--- config.mk ---
export PLATFORM = sky130hd
export DESIGN_NAME = satd_job_sched_flat
export DESIGN_NICKNAME = d
export VERILOG_FILES = /design/src/rtl/satd_job_sched_pkg.sv /design/src/rtl/satd_job_sched_if.sv /design/src/rtl/satd_rr_arbiter.sv /design/src/rtl/satd_job_sched.sv /design/src/flat_wrapper.sv
export SDC_FILE = /design/constraint.sdc
export NUM_CORES = 1
export LEC_CHECK = 0
export BUFFER_PORTS_ARGS = -buffer_cell sky130_fd_sc_hd__buf_2
export CAP_MARGIN = 20
export CORE_MARGIN = 1
export CORE_UTILIZATION = 30
export CTS_CLUSTER_DIAMETER = 50
export CTS_CLUSTER_SIZE = 30
export DETAILED_ROUTE_END_ITERATION = 8
export GPL_ROUTABILITY_DRIVEN = 0
export PLACE_DENSITY_LB_ADDON = 0.08
export SYNTH_ARGS = -nofsm -noshare
export SYNTH_HDL_FRONTEND = slang
export SYNTH_HIERARCHICAL = 1
export SYNTH_SLANG_ARGS = --single-unit
export TNS_END_PERCENT = 50
--- constraint.sdc ---
create_clock -name clk -period 2.51 [get_ports clk]
set_input_delay 0.251 -clock clk [delete_from_list [all_inputs] [get_ports clk]]
set_output_delay 0.251 -clock clk [all_outputs]
set_load 0.1 [all_outputs]
--- src/rtl/satd_job_sched_pkg.sv ---
// Shared definitions for the SATD job scheduler: state codes, control-word
// bit positions and the control-word decode used by the output registers.
package satd_job_sched_pkg;

  localparam int PHASE_LEN_DEF = 4;
  localparam int OS_W          = 10;

  typedef enum logic [2:0] {
    ST_IDLE = 3'd0,
    ST_LOAD = 3'd1,
    ST_HT   = 3'd2,
    ST_VT   = 3'd3,
    ST_ACC  = 3'd4
  } state_t;

  localparam int OS_ROW_LO  = 0;
  localparam int OS_ROW_HI  = 1;
  localparam int OS_LD_EN   = 2;
  localparam int OS_H_EN    = 3;
  localparam int OS_V_EN    = 4;
  localparam int OS_ACC_EN  = 5;
  localparam int OS_ACC_CLR = 6;
  localparam int OS_RES_LD  = 7;
  localparam int OS_BUSY    = 8;
  localparam int OS_DONE    = 9;

  // Datapath control word for a given (state, phase count) pair.
  function automatic logic [OS_W-1:0] ctrl_word(input state_t st, input logic [2:0] cnt);
    logic [OS_W-1:0] w;
    w = '0;
    case (st)
      ST_LOAD: begin
        w[OS_ROW_HI:OS_ROW_LO] = cnt[1:0];
        w[OS_LD_EN]            = 1'b1;
        w[OS_ACC_CLR]          = (cnt == 3'd0);
        w[OS_BUSY]             = 1'b1;
      end
      ST_HT: begin
        w[OS_ROW_HI:OS_ROW_LO] = cnt[1:0];
        w[OS_H_EN]             = 1'b1;
        w[OS_BUSY]             = 1'b1;
      end
      ST_VT: begin
        w[OS_ROW_HI:OS_ROW_LO] = cnt[1:0];
        w[OS_V_EN]             = 1'b1;
        w[OS_ACC_EN]           = 1'b1;
        w[OS_BUSY]             = 1'b1;
      end
      ST_ACC: begin
        w[OS_RES_LD] = 1'b1;
        w[OS_BUSY]   = 1'b1;
        w[OS_DONE]   = 1'b1;
      end
      default: w = '0;
    endcase
    return w;
  endfunction

endpackage

--- src/rtl/satd_job_sched_if.sv ---
// Requester/scheduler bundle: job requests in, grant, control word and
// debug status out.
interface satd_job_sched_if #(
  parameter int N_REQ = 4,
  parameter int ID_W  = 2
);
  logic [N_REQ-1:0] req;
  logic [N_REQ-1:0] grant;
  logic [ID_W-1:0]  grant_id;
  logic [9:0]       out_signal;
  logic [2:0]       state;
  logic [2:0]       count;
  logic             busy;
  logic             done;

  modport master (
    output req,
    input  grant, grant_id, out_signal, state, count, busy, done
  );

  modport slave (
    input  req,
    output grant, grant_id, out_signal, state, count, busy, done
  );
endinterface

--- src/rtl/satd_rr_arbiter.sv ---
// Combinational round-robin arbiter: the first asserted request at or after
// ptr (wrapping) wins.
module satd_rr_arbiter #(
  parameter int N_REQ = 4,
  parameter int ID_W  = 2
) (
  input  logic [N_REQ-1:0] req,
  input  logic [ID_W-1:0]  ptr,
  output logic [N_REQ-1:0] grant,
  output logic [ID_W-1:0]  id,
  output logic             any
);

  logic [N_REQ-1:0] rot_req;
  logic [ID_W-1:0]  off;
  logic             found;

  always_comb begin
    rot_req = '0;
    off     = '0;
    found   = 1'b0;
    // Rotate so bit 0 is the requester at ptr, then pick the lowest set bit.
    for (int i = 0; i < N_REQ; i++) begin
      rot_req[i] = req[ID_W'((int'(ptr) + i) % N_REQ)];
    end
    for (int i = 0; i < N_REQ; i++) begin
      if (!found && rot_req[i]) begin
        found = 1'b1;
        off   = ID_W'(i);
      end
    end
    id  = ID_W'((int'(ptr) + int'(off)) % N_REQ);
    any = |req;
  end

  generate
    for (genvar gi = 0; gi < N_REQ; gi++) begin : g_grant
      assign grant[gi] = any & (id == ID_W'(gi));
    end
  endgenerate

endmodule

--- src/rtl/satd_job_sched.sv ---
// Sequencer for the shared 4x4 SATD datapath: round-robin job arbitration,
// LOAD/HT/VT/ACC phase FSM and registered control/status outputs.
module satd_job_sched
  import satd_job_sched_pkg::*;
#(
  parameter int N_REQ     = 4,
  parameter int ID_W      = 2,
  parameter int PHASE_LEN = PHASE_LEN_DEF
) (
  input  logic            clk,
  input  logic            reset,
  satd_job_sched_if.slave bus
);

  localparam logic [2:0] LAST_CNT = 3'(PHASE_LEN - 1);

  state_t           state_q, state_d;
  logic [2:0]       count_q, count_d;
  logic [N_REQ-1:0] grant_q, grant_d;
  logic [ID_W-1:0]  grant_id_q, grant_id_d;
  logic [ID_W-1:0]  ptr_q, ptr_d;
  logic [OS_W-1:0]  out_signal_q, out_signal_d;
  logic             busy_q, busy_d;
  logic             done_q, done_d;

  logic [N_REQ-1:0] arb_grant;
  logic [ID_W-1:0]  arb_id;
  logic             arb_any;
  logic [ID_W-1:0]  next_ptr;

  satd_rr_arbiter #(
    .N_REQ (N_REQ),
    .ID_W  (ID_W)
  ) u_arb (
    .req   (bus.req),
    .ptr   (ptr_q),
    .grant (arb_grant),
    .id    (arb_id),
    .any   (arb_any)
  );

  assign next_ptr = ID_W'((int'(arb_id) + 1) % N_REQ);

  always_comb begin
    state_d    = state_q;
    count_d    = count_q;
    grant_d    = grant_q;
    grant_id_d = grant_id_q;
    ptr_d      = ptr_q;

    case (state_q)
      // Both IDLE and ACC are arbitration points; ACC chains straight into
      // the next job so a busy datapath never sees an idle bubble.
      ST_IDLE, ST_ACC: begin
        count_d = '0;
        if (arb_any) begin
          state_d    = ST_LOAD;
          grant_d    = arb_grant;
          grant_id_d = arb_id;
          ptr_d      = next_ptr;
        end else begin
          state_d    = ST_IDLE;
          grant_d    = '0;
          grant_id_d = '0;
        end
      end
      ST_LOAD, ST_HT, ST_VT: begin
        if (count_q == LAST_CNT) begin
          count_d = '0;
          case (state_q)
            ST_LOAD: state_d = ST_HT;
            ST_HT:   state_d = ST_VT;
            default: state_d = ST_ACC;
          endcase
        end else begin
          count_d = count_q + 3'd1;
        end
      end
      default: begin
        state_d    = ST_IDLE;
        count_d    = '0;
        grant_d    = '0;
        grant_id_d = '0;
      end
    endcase

    // Outputs are decoded from the next state so the registers line up
    // exactly with state_q/count_q.
    out_signal_d = ctrl_word(state_d, count_d);
    busy_d       = (state_d != ST_IDLE);
    done_d       = (state_d == ST_ACC);
  end

  always_ff @(posedge clk or posedge reset) begin
    if (reset) begin
      state_q      <= ST_IDLE;
      count_q      <= '0;
      grant_q      <= '0;
      grant_id_q   <= '0;
      ptr_q        <= '0;
      out_signal_q <= '0;
      busy_q       <= 1'b0;
      done_q       <= 1'b0;
    end else begin
      state_q      <= state_d;
      count_q      <= count_d;
      grant_q      <= grant_d;
      grant_id_q   <= grant_id_d;
      ptr_q        <= ptr_d;
      out_signal_q <= out_signal_d;
      busy_q       <= busy_d;
      done_q       <= done_d;
    end
  end

  assign bus.grant      = grant_q;
  assign bus.grant_id   = grant_id_q;
  assign bus.out_signal = out_signal_q;
  assign bus.state      = state_q;
  assign bus.count      = count_q;
  assign bus.busy       = busy_q;
  assign bus.done       = done_q;

endmodule

--- src/flat_wrapper.sv ---
// flat-port wrapper written by rule: the top's interface ports become plain ports
module satd_job_sched_flat import satd_job_sched_pkg::*;
#(
  parameter int N_REQ     = 4,
  parameter int ID_W      = 2,
  parameter int PHASE_LEN = PHASE_LEN_DEF
)
  (clk, reset, bus_req, bus_grant, bus_grant_id, bus_out_signal, bus_state, bus_count, bus_busy, bus_done);
  satd_job_sched_if #(.N_REQ(N_REQ), .ID_W(ID_W)) bus_i ();
  input  logic clk;
  input  logic reset;
  input wire logic [$bits(bus_i.req)-1:0] bus_req;
  output wire logic [$bits(bus_i.grant)-1:0] bus_grant;
  output wire logic [$bits(bus_i.grant_id)-1:0] bus_grant_id;
  output wire logic [$bits(bus_i.out_signal)-1:0] bus_out_signal;
  output wire logic [$bits(bus_i.state)-1:0] bus_state;
  output wire logic [$bits(bus_i.count)-1:0] bus_count;
  output wire logic [$bits(bus_i.busy)-1:0] bus_busy;
  output wire logic [$bits(bus_i.done)-1:0] bus_done;
  assign bus_i.req = bus_req;
  assign bus_grant = bus_i.grant;
  assign bus_grant_id = bus_i.grant_id;
  assign bus_out_signal = bus_i.out_signal;
  assign bus_state = bus_i.state;
  assign bus_count = bus_i.count;
  assign bus_busy = bus_i.busy;
  assign bus_done = bus_i.done;
  satd_job_sched #(.N_REQ(N_REQ), .ID_W(ID_W), .PHASE_LEN(PHASE_LEN)) u_core (.clk(clk), .reset(reset), .bus(bus_i));
endmodule
==> flow_summary.json <==
{
  "status": "complete, no violations",
  "clk_path_buf_depth": 2,
  "start_kind": "flop",
  "grt_util_all_layers_pct": 12.4,
  "worstSetupEndpointType": "flop",
  "pin_count": 30,
  "clock_latency_ns": 0.26,
  "grt_pass1_vias": 901,
  "synth.distinct_cells": 36,
  "antenna_found_initial": 0,
  "syn-cell-area_mm2": 0.00123,
  "async_flop_share_pct": 100,
  "start_util_pct": 32.4,
  "htree_levels": 1,
  "synth-seq-area-share_pct": 46.7,
  "layout_common_cells": "buf_2, dfrtp_1, nand2_1, nor2_1",
  "cp_slowest_cell": "dfrtp_1",
  "firstDrtPassIters": 4,
  "yosysTopAreaCell": "dfrtp_1",
  "syn_inst": 117,
  "wl_per_cell_um": 12.8,
  "period_share_pct": 80.9,
  "syn_avg_cell_area_um2": 10.5,
  "grt_remaining_overflow": 0,
  "cts_tree": "yes",
  "ys.flop_type": "dfrtp_1",
  "cts_setup_buffers": 0,
  "cts_sinks": 23,
  "max_stage_delay_ns": 0.56,
  "fp.dieW_um": 66.1,
  "setup_viol": 0,
  "fmax_mhz": 493,
  "critPathRequiredTime_ns": 2.66,
  "core_region_area_mm2": 0.00380,
  "drtAntennaViolNets": 0,
  "cts_hold_buf": 0,
  "fp.dieH_um": 66.1,
  "hold_viol": 0,
  "remaining_drc_errors": 0,
  "cap_violations": 0,
  "final_nets": 150,
  "skew_ns": 0.00628,
  "rsz0062_at_grt": "false",
  "via_per_inst": 4.86,
  "area_growth_pct": 15.1,
  "synth_fp_nets": 125,
  "place_hpwl_um": 1780,
  "cp_cell_sequence": "nand2_1 > o22ai_1 > nand2_1 > o211ai_1 > ha_1 > nor2b_1 > nand2_1 > mux2i_1 > a22o_1",
  "synth_edf_count": 0,
  "drtIter0Drc": 67,
  "maxSlewHeadroom_pct": 40.0,
  "setup_tns_ns": 0,
  "ys_ff_latch": 23,
  "num_antenna_cells": 0,
  "drt-total-wl_um": 2420,
  "critPathTopFamily": "flip-flops",
  "synth_top_area_share_pct": 46.7,
  "crit_path_max_fanout": 12,
  "synth_area_leaders": "dfrtp_1, a22o_1, mux2i_1",
  "slew_viol_final": 0,
  "yosys_warnings": 6,
  "grt_max_degree": 24,
  "root_buffer": "clkbuf_8",
  "design.die.area_mm2": 0.00437,
  "arrival_ns": 2.18,
  "rows": 22,
  "cts_resized": 0,
  "grt_pass1_wl_um": 4130,
  "worst-path-buf-inv": 0,
  "cts_buffers": 3,
  "dpl-instance-area_mm2": 0.00137,
  "via_count": 918,
  "final_common_cell": "buf_2",
  "finalInstanceArea_mm2": 0.00142,
  "critPathMostFrequentCell": "nand2_1",
  "worstSetupPathType": "reg2reg",
  "drive_gt1_share_pct": 26.2,
  "min_period_ns": 2.03,
  "clk_pin_slew_ns": 0.08,
  "worst_slew_pin_slew_ns": 0.900,
  "port_buffers": 29,
  "hp-class": "in2async"
}
## cells by family (layout without fill, tap and decap cells)
logic type	after synthesis	after routing	share of synthesized area, %
compound gates	27	27	17.9
xor+xnor	6	6	4.26
fa+ha+maj	2	2	2.03
buf+inv	14	38	6.80
flops	23	23	46.7
mux	5	5	4.06
simple gates	40	40	18.3
## per-stage QoR
step | utilization, % | instances | hold slack [ns] | worst slack (ns)
floorplan | - | 117 | 0.253 | 0.476
global placement | 36.1 | 185 | 0.480 | 0.551
detailed placement | 36.1 | 185 | 0.485 | 0.504
CTS | 37.4 | 189 | 0.219 | 0.500
global route | 37.4 | 189 | 0.267 | 0.327
finish | 37.4 | 189 | 0.176 | 0.480
## sequential cells by signal (all words and copies together), names as in the netlist
register               flops
u_core/bus.busy            1
u_core/bus.count           3
u_core/bus.grant           4
u_core/bus.grant_id        2
u_core/bus.out_signal      8
u_core/bus.state           3
u_core/ptr_q               2
## path summary, 6_finish.rpt
path / from / to / slack [ns] / cells past startpoint
worst max-delay path: u_core/ptr_q[0] / u_core/bus.grant[1] / 0.48 / 9
worst min-delay path: reset / u_core/bus.out_signal[3] / 0.18 / 2
worst max register to register: u_core/ptr_q[0] / u_core/bus.grant[1] / 0.48 / 9
worst min register to register: u_core/bus.grant[3] / u_core/bus.grant[3] / 0.50 / 1
max in group asynchronous: reset / u_core/ptr_q[1] / 1.78 / 2
min in group clk: u_core/bus.grant[3] / u_core/bus.grant[3] / 0.50 / 1
## final cells by class
type                    instances  area (um^2)
inverters                       5         18.8
flip-flops and latches         23          576
clock buffers                   3         41.3
fillers                       390         2380
repair buffers                 29          145
clock inverters                 1         5.00
well taps                      48         60.1
multi-input cells              80          573
## routing by layer
| metal | wire length (um) | track usage (%) | part of all wire (%) | up-vias |
|---|---|---|---|---|
| met2 | 1210 | 21.0 | 50 | 15 |
| met1 | 1110 | 15.4 | 46 | 444 |
| met4 | 22 | 4.79 | 0.91 | 0 |
| li1 | - | - | - | 457 |
| met3 | 80 | 2.59 | 3.3 | 2 |
| met5 | 0 | 0 | 0 | - |
## cell usage after synthesis, drive strengths merged (2+ instances only)
library cell / number
a22o: 6
a31oi: 3
buf: 8
dfrtp: 23
ha: 2
inv: 5
mux2i: 5
nand2: 10
nand2b: 6
nand3b: 2
nor2: 9
nor2b: 3
nor3: 3
nor3b: 2
nor4: 2
o21ai: 5
o22a: 2
o22ai: 2
o31a: 2
or3b: 2
xnor2: 4
xor2: 2
## worst reg2reg max path, delay by kind of cell, from the launching register on
kind	cells	cell delay (ns)
muxes	1	0.08
and+or+nand+nor	4	0.48
AOI/OAI and AO/OA	3	0.50
adders and majority gates	1	0.32
DFF	1	0.56
Power is not shown: default switching activity piles up to over one toggle a cycle in this logic, so the estimate is an artifact.
